File: src/rtl/logic_unit_pkg.sv
// Shared opcode encoding and widths for the pipelined bitwise gate/tristate unit.
package logic_unit_pkg;

  localparam int unsigned OP_W = 4;

  typedef enum logic [OP_W-1:0] {
    OP_AND    = 4'd0,
    OP_OR     = 4'd1,
    OP_NAND   = 4'd2,
    OP_NOR    = 4'd3,
    OP_XOR    = 4'd4,
    OP_XNOR   = 4'd5,
    OP_BUF    = 4'd6,
    OP_NOT    = 4'd7,
    OP_BUFIF1 = 4'd8,
    OP_BUFIF0 = 4'd9,
    OP_NOTIF1 = 4'd10,
    OP_NOTIF0 = 4'd11
  } op_e;

  // Highest legal opcode; anything above is reported through err.
  localparam logic [OP_W-1:0] OP_LAST = 4'd11;

endpackage

File: src/rtl/logic_unit_if.sv
// Producer-side and consumer-side handshake bundle for logic_unit_pipe.
interface logic_unit_if #(
  parameter int unsigned WIDTH = 8
);
  import logic_unit_pkg::*;

  localparam int unsigned CW = $clog2(WIDTH + 1);

  logic             in_valid;
  logic             in_ready;
  logic [WIDTH-1:0] a;
  logic [WIDTH-1:0] b;
  logic [OP_W-1:0]  op;
  logic             chain;
  logic             out_valid;
  logic             out_ready;
  logic [WIDTH-1:0] y;
  logic [WIDTH-1:0] oe;
  logic             err;
  logic             zero;
  logic             parity;
  logic [CW-1:0]    drive_cnt;

  modport master (
    output in_valid, a, b, op, chain, out_ready,
    input  in_ready, out_valid, y, oe, err, zero, parity, drive_cnt
  );

  modport slave (
    input  in_valid, a, b, op, chain, out_ready,
    output in_ready, out_valid, y, oe, err, zero, parity, drive_cnt
  );

endinterface

File: src/rtl/logic_unit_core.sv
// Combinational gate/tristate evaluator; tristate is expressed as an explicit drive-enable vector.
module logic_unit_core
  import logic_unit_pkg::*;
#(
  parameter int unsigned WIDTH = 8
) (
  input  logic [WIDTH-1:0] a_i,
  input  logic [WIDTH-1:0] b_i,
  input  logic [OP_W-1:0]  op_i,
  output logic [WIDTH-1:0] y_o,
  output logic [WIDTH-1:0] oe_o,
  output logic             err_o
);

  always_comb begin
    y_o   = '0;
    oe_o  = '1;
    err_o = (op_i > OP_LAST);
    case (op_i)
      OP_AND:    y_o = a_i & b_i;
      OP_OR:     y_o = a_i | b_i;
      OP_NAND:   y_o = ~(a_i & b_i);
      OP_NOR:    y_o = ~(a_i | b_i);
      OP_XOR:    y_o = a_i ^ b_i;
      OP_XNOR:   y_o = ~(a_i ^ b_i);
      OP_BUF:    y_o = a_i;
      OP_NOT:    y_o = ~a_i;
      OP_BUFIF1: begin y_o = a_i;  oe_o = b_i;  end
      OP_BUFIF0: begin y_o = a_i;  oe_o = ~b_i; end
      OP_NOTIF1: begin y_o = ~a_i; oe_o = b_i;  end
      OP_NOTIF0: begin y_o = ~a_i; oe_o = ~b_i; end
      default: begin
        y_o  = '0;
        oe_o = '0;
      end
    endcase
  end

endmodule

File: src/rtl/logic_unit_pipe.sv
// Two-stage valid/ready streaming bit-manipulation stage with accumulator chaining and result flags.
module logic_unit_pipe
  import logic_unit_pkg::*;
#(
  parameter int unsigned WIDTH = 8
) (
  input  logic       clk,
  input  logic       rst,
  logic_unit_if.slave bus
);

  localparam int unsigned CW = $clog2(WIDTH + 1);

  logic             s1_v_q, s1_v_d;
  logic [WIDTH-1:0] s1_y_q, s1_y_d;
  logic [WIDTH-1:0] s1_oe_q, s1_oe_d;
  logic             s1_err_q, s1_err_d;
  logic             s2_v_q, s2_v_d;
  logic [WIDTH-1:0] s2_y_q, s2_y_d;
  logic [WIDTH-1:0] s2_oe_q, s2_oe_d;
  logic             s2_err_q, s2_err_d;
  logic             zero_q, zero_d;
  logic             parity_q, parity_d;
  logic [CW-1:0]    cnt_q, cnt_d;
  logic [WIDTH-1:0] acc_q, acc_d;

  logic             accept;
  logic             s2_load;
  logic [WIDTH-1:0] a_eff;
  logic [WIDTH-1:0] core_y;
  logic [WIDTH-1:0] core_oe;
  logic             core_err;
  logic [CW-1:0]    pop_c;

  assign bus.in_ready = !s1_v_q || !s2_v_q || bus.out_ready;
  assign accept       = bus.in_valid && bus.in_ready;
  assign s2_load      = s1_v_q && (!s2_v_q || bus.out_ready);
  assign a_eff        = bus.chain ? acc_q : bus.a;

  logic_unit_core #(.WIDTH(WIDTH)) u_core (
    .a_i   (a_eff),
    .b_i   (bus.b),
    .op_i  (bus.op),
    .y_o   (core_y),
    .oe_o  (core_oe),
    .err_o (core_err)
  );

  // Drive count of the stage-1 enable vector, registered into stage 2.
  always_comb begin
    pop_c = '0;
    for (int i = 0; i < WIDTH; i++) begin
      pop_c = pop_c + CW'(s1_oe_q[i]);
    end
  end

  always_comb begin
    s1_v_d   = s1_v_q;
    s1_y_d   = s1_y_q;
    s1_oe_d  = s1_oe_q;
    s1_err_d = s1_err_q;
    s2_v_d   = s2_v_q;
    s2_y_d   = s2_y_q;
    s2_oe_d  = s2_oe_q;
    s2_err_d = s2_err_q;
    zero_d   = zero_q;
    parity_d = parity_q;
    cnt_d    = cnt_q;
    acc_d    = acc_q;

    if (accept) begin
      s1_v_d   = 1'b1;
      s1_y_d   = core_y;
      s1_oe_d  = core_oe;
      s1_err_d = core_err;
      if (!core_err) begin
        acc_d = core_y;
      end
    end else if (s2_load) begin
      s1_v_d = 1'b0;
    end

    if (s2_load) begin
      s2_v_d   = 1'b1;
      s2_y_d   = s1_y_q;
      s2_oe_d  = s1_oe_q;
      s2_err_d = s1_err_q;
      zero_d   = ~|(s1_y_q & s1_oe_q);
      parity_d = ^(s1_y_q & s1_oe_q);
      cnt_d    = pop_c;
    end else if (bus.out_ready) begin
      s2_v_d = 1'b0;
    end
  end

  always_ff @(posedge clk) begin
    if (rst) begin
      s1_v_q   <= 1'b0;
      s1_y_q   <= '0;
      s1_oe_q  <= '0;
      s1_err_q <= 1'b0;
      s2_v_q   <= 1'b0;
      s2_y_q   <= '0;
      s2_oe_q  <= '0;
      s2_err_q <= 1'b0;
      zero_q   <= 1'b1;
      parity_q <= 1'b0;
      cnt_q    <= '0;
      acc_q    <= '0;
    end else begin
      s1_v_q   <= s1_v_d;
      s1_y_q   <= s1_y_d;
      s1_oe_q  <= s1_oe_d;
      s1_err_q <= s1_err_d;
      s2_v_q   <= s2_v_d;
      s2_y_q   <= s2_y_d;
      s2_oe_q  <= s2_oe_d;
      s2_err_q <= s2_err_d;
      zero_q   <= zero_d;
      parity_q <= parity_d;
      cnt_q    <= cnt_d;
      acc_q    <= acc_d;
    end
  end

  assign bus.out_valid = s2_v_q;
  assign bus.y         = s2_y_q;
  assign bus.oe        = s2_oe_q;
  assign bus.err       = s2_err_q;
  assign bus.zero      = zero_q;
  assign bus.parity    = parity_q;
  assign bus.drive_cnt = cnt_q;

endmodule

File: src/flat_wrapper.sv
// flat-port wrapper written by rule: the top's interface ports become plain ports
module logic_unit_pipe_flat import logic_unit_pkg::*;
#(
  parameter int unsigned WIDTH = 8
)
  (clk, rst, bus_in_valid, bus_a, bus_b, bus_op, bus_chain, bus_out_ready, bus_in_ready, bus_out_valid, bus_y, bus_oe, bus_err, bus_zero, bus_parity, bus_drive_cnt);
  logic_unit_if #(.WIDTH(WIDTH)) bus_i ();
  input  logic clk;
  input  logic rst;
  input wire logic [$bits(bus_i.in_valid)-1:0] bus_in_valid;
  input wire logic [$bits(bus_i.a)-1:0] bus_a;
  input wire logic [$bits(bus_i.b)-1:0] bus_b;
  input wire logic [$bits(bus_i.op)-1:0] bus_op;
  input wire logic [$bits(bus_i.chain)-1:0] bus_chain;
  input wire logic [$bits(bus_i.out_ready)-1:0] bus_out_ready;
  output wire logic [$bits(bus_i.in_ready)-1:0] bus_in_ready;
  output wire logic [$bits(bus_i.out_valid)-1:0] bus_out_valid;
  output wire logic [$bits(bus_i.y)-1:0] bus_y;
  output wire logic [$bits(bus_i.oe)-1:0] bus_oe;
  output wire logic [$bits(bus_i.err)-1:0] bus_err;
  output wire logic [$bits(bus_i.zero)-1:0] bus_zero;
  output wire logic [$bits(bus_i.parity)-1:0] bus_parity;
  output wire logic [$bits(bus_i.drive_cnt)-1:0] bus_drive_cnt;
  assign bus_i.in_valid = bus_in_valid;
  assign bus_i.a = bus_a;
  assign bus_i.b = bus_b;
  assign bus_i.op = bus_op;
  assign bus_i.chain = bus_chain;
  assign bus_i.out_ready = bus_out_ready;
  assign bus_in_ready = bus_i.in_ready;
  assign bus_out_valid = bus_i.out_valid;
  assign bus_y = bus_i.y;
  assign bus_oe = bus_i.oe;
  assign bus_err = bus_i.err;
  assign bus_zero = bus_i.zero;
  assign bus_parity = bus_i.parity;
  assign bus_drive_cnt = bus_i.drive_cnt;
  logic_unit_pipe #(.WIDTH(WIDTH)) u_core (.clk(clk), .rst(rst), .bus(bus_i));
endmodule
File: config.mk
export PLATFORM = sky130hd
export DESIGN_NAME = logic_unit_pipe_flat
export DESIGN_NICKNAME = d
export VERILOG_FILES = /design/src/rtl/logic_unit_pkg.sv /design/src/rtl/logic_unit_if.sv /design/src/rtl/logic_unit_core.sv /design/src/rtl/logic_unit_pipe.sv /design/src/flat_wrapper.sv
export SDC_FILE = /design/constraint.sdc
export NUM_CORES = 1
export LEC_CHECK = 0
export ABC_CLOCK_PERIOD_IN_PS = 4800
export CAP_MARGIN = 20
export CORE_AREA = 2 2 78 80
export CTS_CLUSTER_DIAMETER = 60
export DETAILED_ROUTE_END_ITERATION = 10
export DIE_AREA = 0 0 80 82
export PLACE_DENSITY = 0.83
export SLEW_MARGIN = 15
export SYNTH_ARGS = -nofsm -noshare
export SYNTH_HDL_FRONTEND = slang
export SYNTH_SLANG_ARGS = --single-unit
File: constraint.sdc
create_clock -name clk -period 4.8 [get_ports clk]
set_input_delay 1.2 -clock clk [delete_from_list [all_inputs] [get_ports clk]]
set_output_delay 1.2 -clock clk [all_outputs]
set_load 0.02 [all_outputs]
==> run summary <==
Syn Nets: 427
Most frequent cells in the layout: nand2_1, dfxtp_1, clkdlybuf4s50_1
Worst slew pin tran: 0.904 ns
Post-CTS Resized: 0
Number of global-route vias before repair: 2,370
Max IR drop VDD: 0.149 mV
Pre-antenna DRT Iters: 4
Initial antenna violation count: 0
RSZ-0062 raised after global routing: no
Routed Antenna Nets: 0
Hold Buf Count CTS: 0
Fmax: 271 MHz
Core area: 5750 sq um
Port Buffer Count: 49
Synthesized instance count: 375
Critical path launch point type: primary input
Worst-skew pair later-pin latency: 0.30 ns
Leak pwr: 1.44 nW
Clock buffer depth: 2
Final period util: 77.0%
Ant. Diodes: 0
DRT iter0 DRCs: 73
Worst path max stage delay: 0.65 ns
Distinct cells, synth: 38
TritonCTS Buffers: 5
GR Util All Layers: 20.4%
Worst-case headroom to the max-slew limit: 39.6%
TNS Setup: 0 ns
Post-route DRC: 0
Nets: 456
Site row count: 28
CP cell instances: clkdlybuf4s50_1 -> nand3b_1 -> clkdlybuf4s50_1
CTS tree: yes
H-tree levels: 2
Seq/Total Area, Yosys: 32.9%
Remaining global-route overflow: 0
Setup-failing EPs final: 0
Hold Vio Cnt, Final: 0
Detailed placement HPWL: 5030 um
CP required: 3.60 ns
Critical path endpoint category: output port
Most frequent CP cell: clkdlybuf4s50_1
Total power: 0.944 mW
Post-CTS Setup Bufs: 0
Largest net degree at the start of global routing: 51
Mapped cell area: 3040 sq um
Maximum capacitance violations: 0
Ratio of cells with drive above 1 in the final layout: 2.72%
Initial Util: 52.9%
Via count: 2,615
Final wirelength: 6540 um
Drt wl/cell: 13.6 um
Global-route wire length before repair: 10,700 um
Synth Register Bits: 50
Run status: finished clean
Crit path time final: 3.70 ns
Die Height: 82 um
Clk slew on worst S/H paths: 0.08 ns
Most common cell after layout, fill and taps aside: nand2_1
Vias per inst: 5.46
Class of the worst hold path: reg -> reg
Buf/Inv on CP: 2
Critical setup path kind: in -> out
CP Max Fanout: 5
Crit-path slowest cell: clkdlybuf4s50_1
Warnings, synthesis: 0
Arrival time of the worst setup path: 2.50 ns
Layout area overhead: 17.6%
CTS sink cnt: 50
PD cells: 264 nW/um^2
I/O pins: 50
Die area: 6560 sq um
Post-Syn Area per Cell: 8.10 sq um
Die width: 80 um
Crit-path leading delay family: buffers and inverters
Fill count: 530
Max Clock Skew: 0.00381 ns
Slew Viols, Final: 0
Final Wtd Congestion: 0.816
Root Driver: clkbuf_8
[through the flow]
| step | worst slack (ns) | hold WS, ns | area, sq um | utilization [%] | cells |
|---|---|---|---|---|---|
| finish | 1.10 | 0.453 | 3570 | 62.2 | 479 |
| global route | 1.08 | 0.479 | 3570 | 62.2 | 479 |
| CTS | 1.11 | 0.456 | 3570 | 62.2 | 479 |
| detailed placement | 1.11 | 0.447 | 3500 | 60.9 | 472 |
| global placement | 1.15 | 0.440 | 3500 | 60.9 | 472 |
| floorplan | 1.94 | 0.432 | 3040 | - | 375 |
[layout make-up]
| cell class | count | area [sq um] | area share (%) |
|---|---|---|---|
| multi-input cells | 268 | 1790 | 50.2 |
| well taps | 75 | 93.8 | 2.63 |
| flip-flops and latches | 50 | 1000 | 28.0 |
| inverters | 28 | 105 | 2.94 |
| repair buffers | 51 | 505 | 14.1 |
| clock buffers | 7 | 76.3 | 2.14 |
[cells by family after synthesis]
family / count (synthesis) / synth area share (%)
XOR/XNOR: 28 / 8.07
multiplexers: 8 / 2.63
AO/OA/AOI/OAI: 86 / 19.4
AND/OR/NAND/NOR: 119 / 16.8
buffers and inverters: 57 / 8.07
adder cells (fa/ha/maj): 27 / 12.1
flip-flops: 50 / 32.9
[routing by layer]
metal	vias to the layer above	GRT usage, %	share of wire, %	wire length (um)
met3	8	3.41	4.8	313
met5	-	0	0	0
met4	0	5.25	1.4	90
met1	1201	25.9	46	2980
li1	1327	-	-	-
met2	79	36.1	48	3150
[where the power goes]
group | leakage (nW) | switching [mW] | internal (mW) | total [mW]
combinational | 0.992 | 0.141 | 0.114 | 0.256
clock | 0.0383 | 0.126 | 0.101 | 0.226
sequential | 0.411 | 0.0199 | 0.442 | 0.462
[registers in the layout (all words and copies together), names as in the netlist, 4 cells and up]
| name | cells |
|---|---|
| u_core.acc_q | 8 |
| u_core.bus.oe | 8 |
| u_core.bus.y | 8 |
| u_core.s1_oe_q | 8 |
| u_core.s1_y_q | 8 |
| u_core.bus.drive_cnt | 4 |
[worst register-to-register path: cells and delay by family, from the launching register on]
family          cells  cell delay (ns)
compound gates      1             0.19
fa+ha+maj           5             2.16
buf+inv             3             0.18
flops               1             0.36
[synthesized netlist by cell type (all sizes together)]
| library cell | n | share of area, % |
|---|---|---|
| clkbuf | 19 | 2.4 |
| and3b | 1 | 0.29 |
| xnor2 | 12 | 3.5 |
| a211o | 1 | 0.29 |
| nor3 | 6 | 1.2 |
| nand2 | 59 | 7.4 |
| ha | 23 | 9.5 |
| inv | 28 | 3.5 |
| xor2 | 16 | 4.6 |
| a22oi | 8 | 2.0 |
| dfxtp | 50 | 33 |
| nor2 | 40 | 4.9 |
| nand3b | 2 | 0.49 |
| a221oi | 8 | 2.3 |
| nand2b | 1 | 0.21 |
| o21ai | 8 | 1.3 |
| a21o | 9 | 2.2 |
| buf | 10 | 2.2 |
| or3b | 1 | 0.29 |
| a211oi | 6 | 1.5 |
| a21oi | 30 | 5.2 |
| fa | 4 | 2.6 |
| nand4 | 1 | 0.21 |
| nand4bb | 1 | 0.37 |
| mux2i | 8 | 2.6 |
| and3 | 1 | 0.21 |
| nand3 | 1 | 0.16 |
| nor2b | 2 | 0.41 |
| nand4b | 1 | 0.29 |
| and2 | 2 | 0.41 |
| a311oi | 16 | 4.6 |
[final timing paths]
path / depth (start not counted) / from / to / slack (ns)
worst max register to register: 9 / u_core.s1_oe_q[0] / u_core.bus.drive_cnt[1] / 1.83
worst min-delay path: 2 / u_core.bus.drive_cnt[2] / u_core.bus.drive_cnt[2] / 0.45
worst max-delay path: 3 / bus_out_ready / bus_in_ready / 1.10
worst min register to register: 2 / u_core.bus.drive_cnt[2] / u_core.bus.drive_cnt[2] / 0.45
No activity file was read; power rests on OpenSTA's default activity.
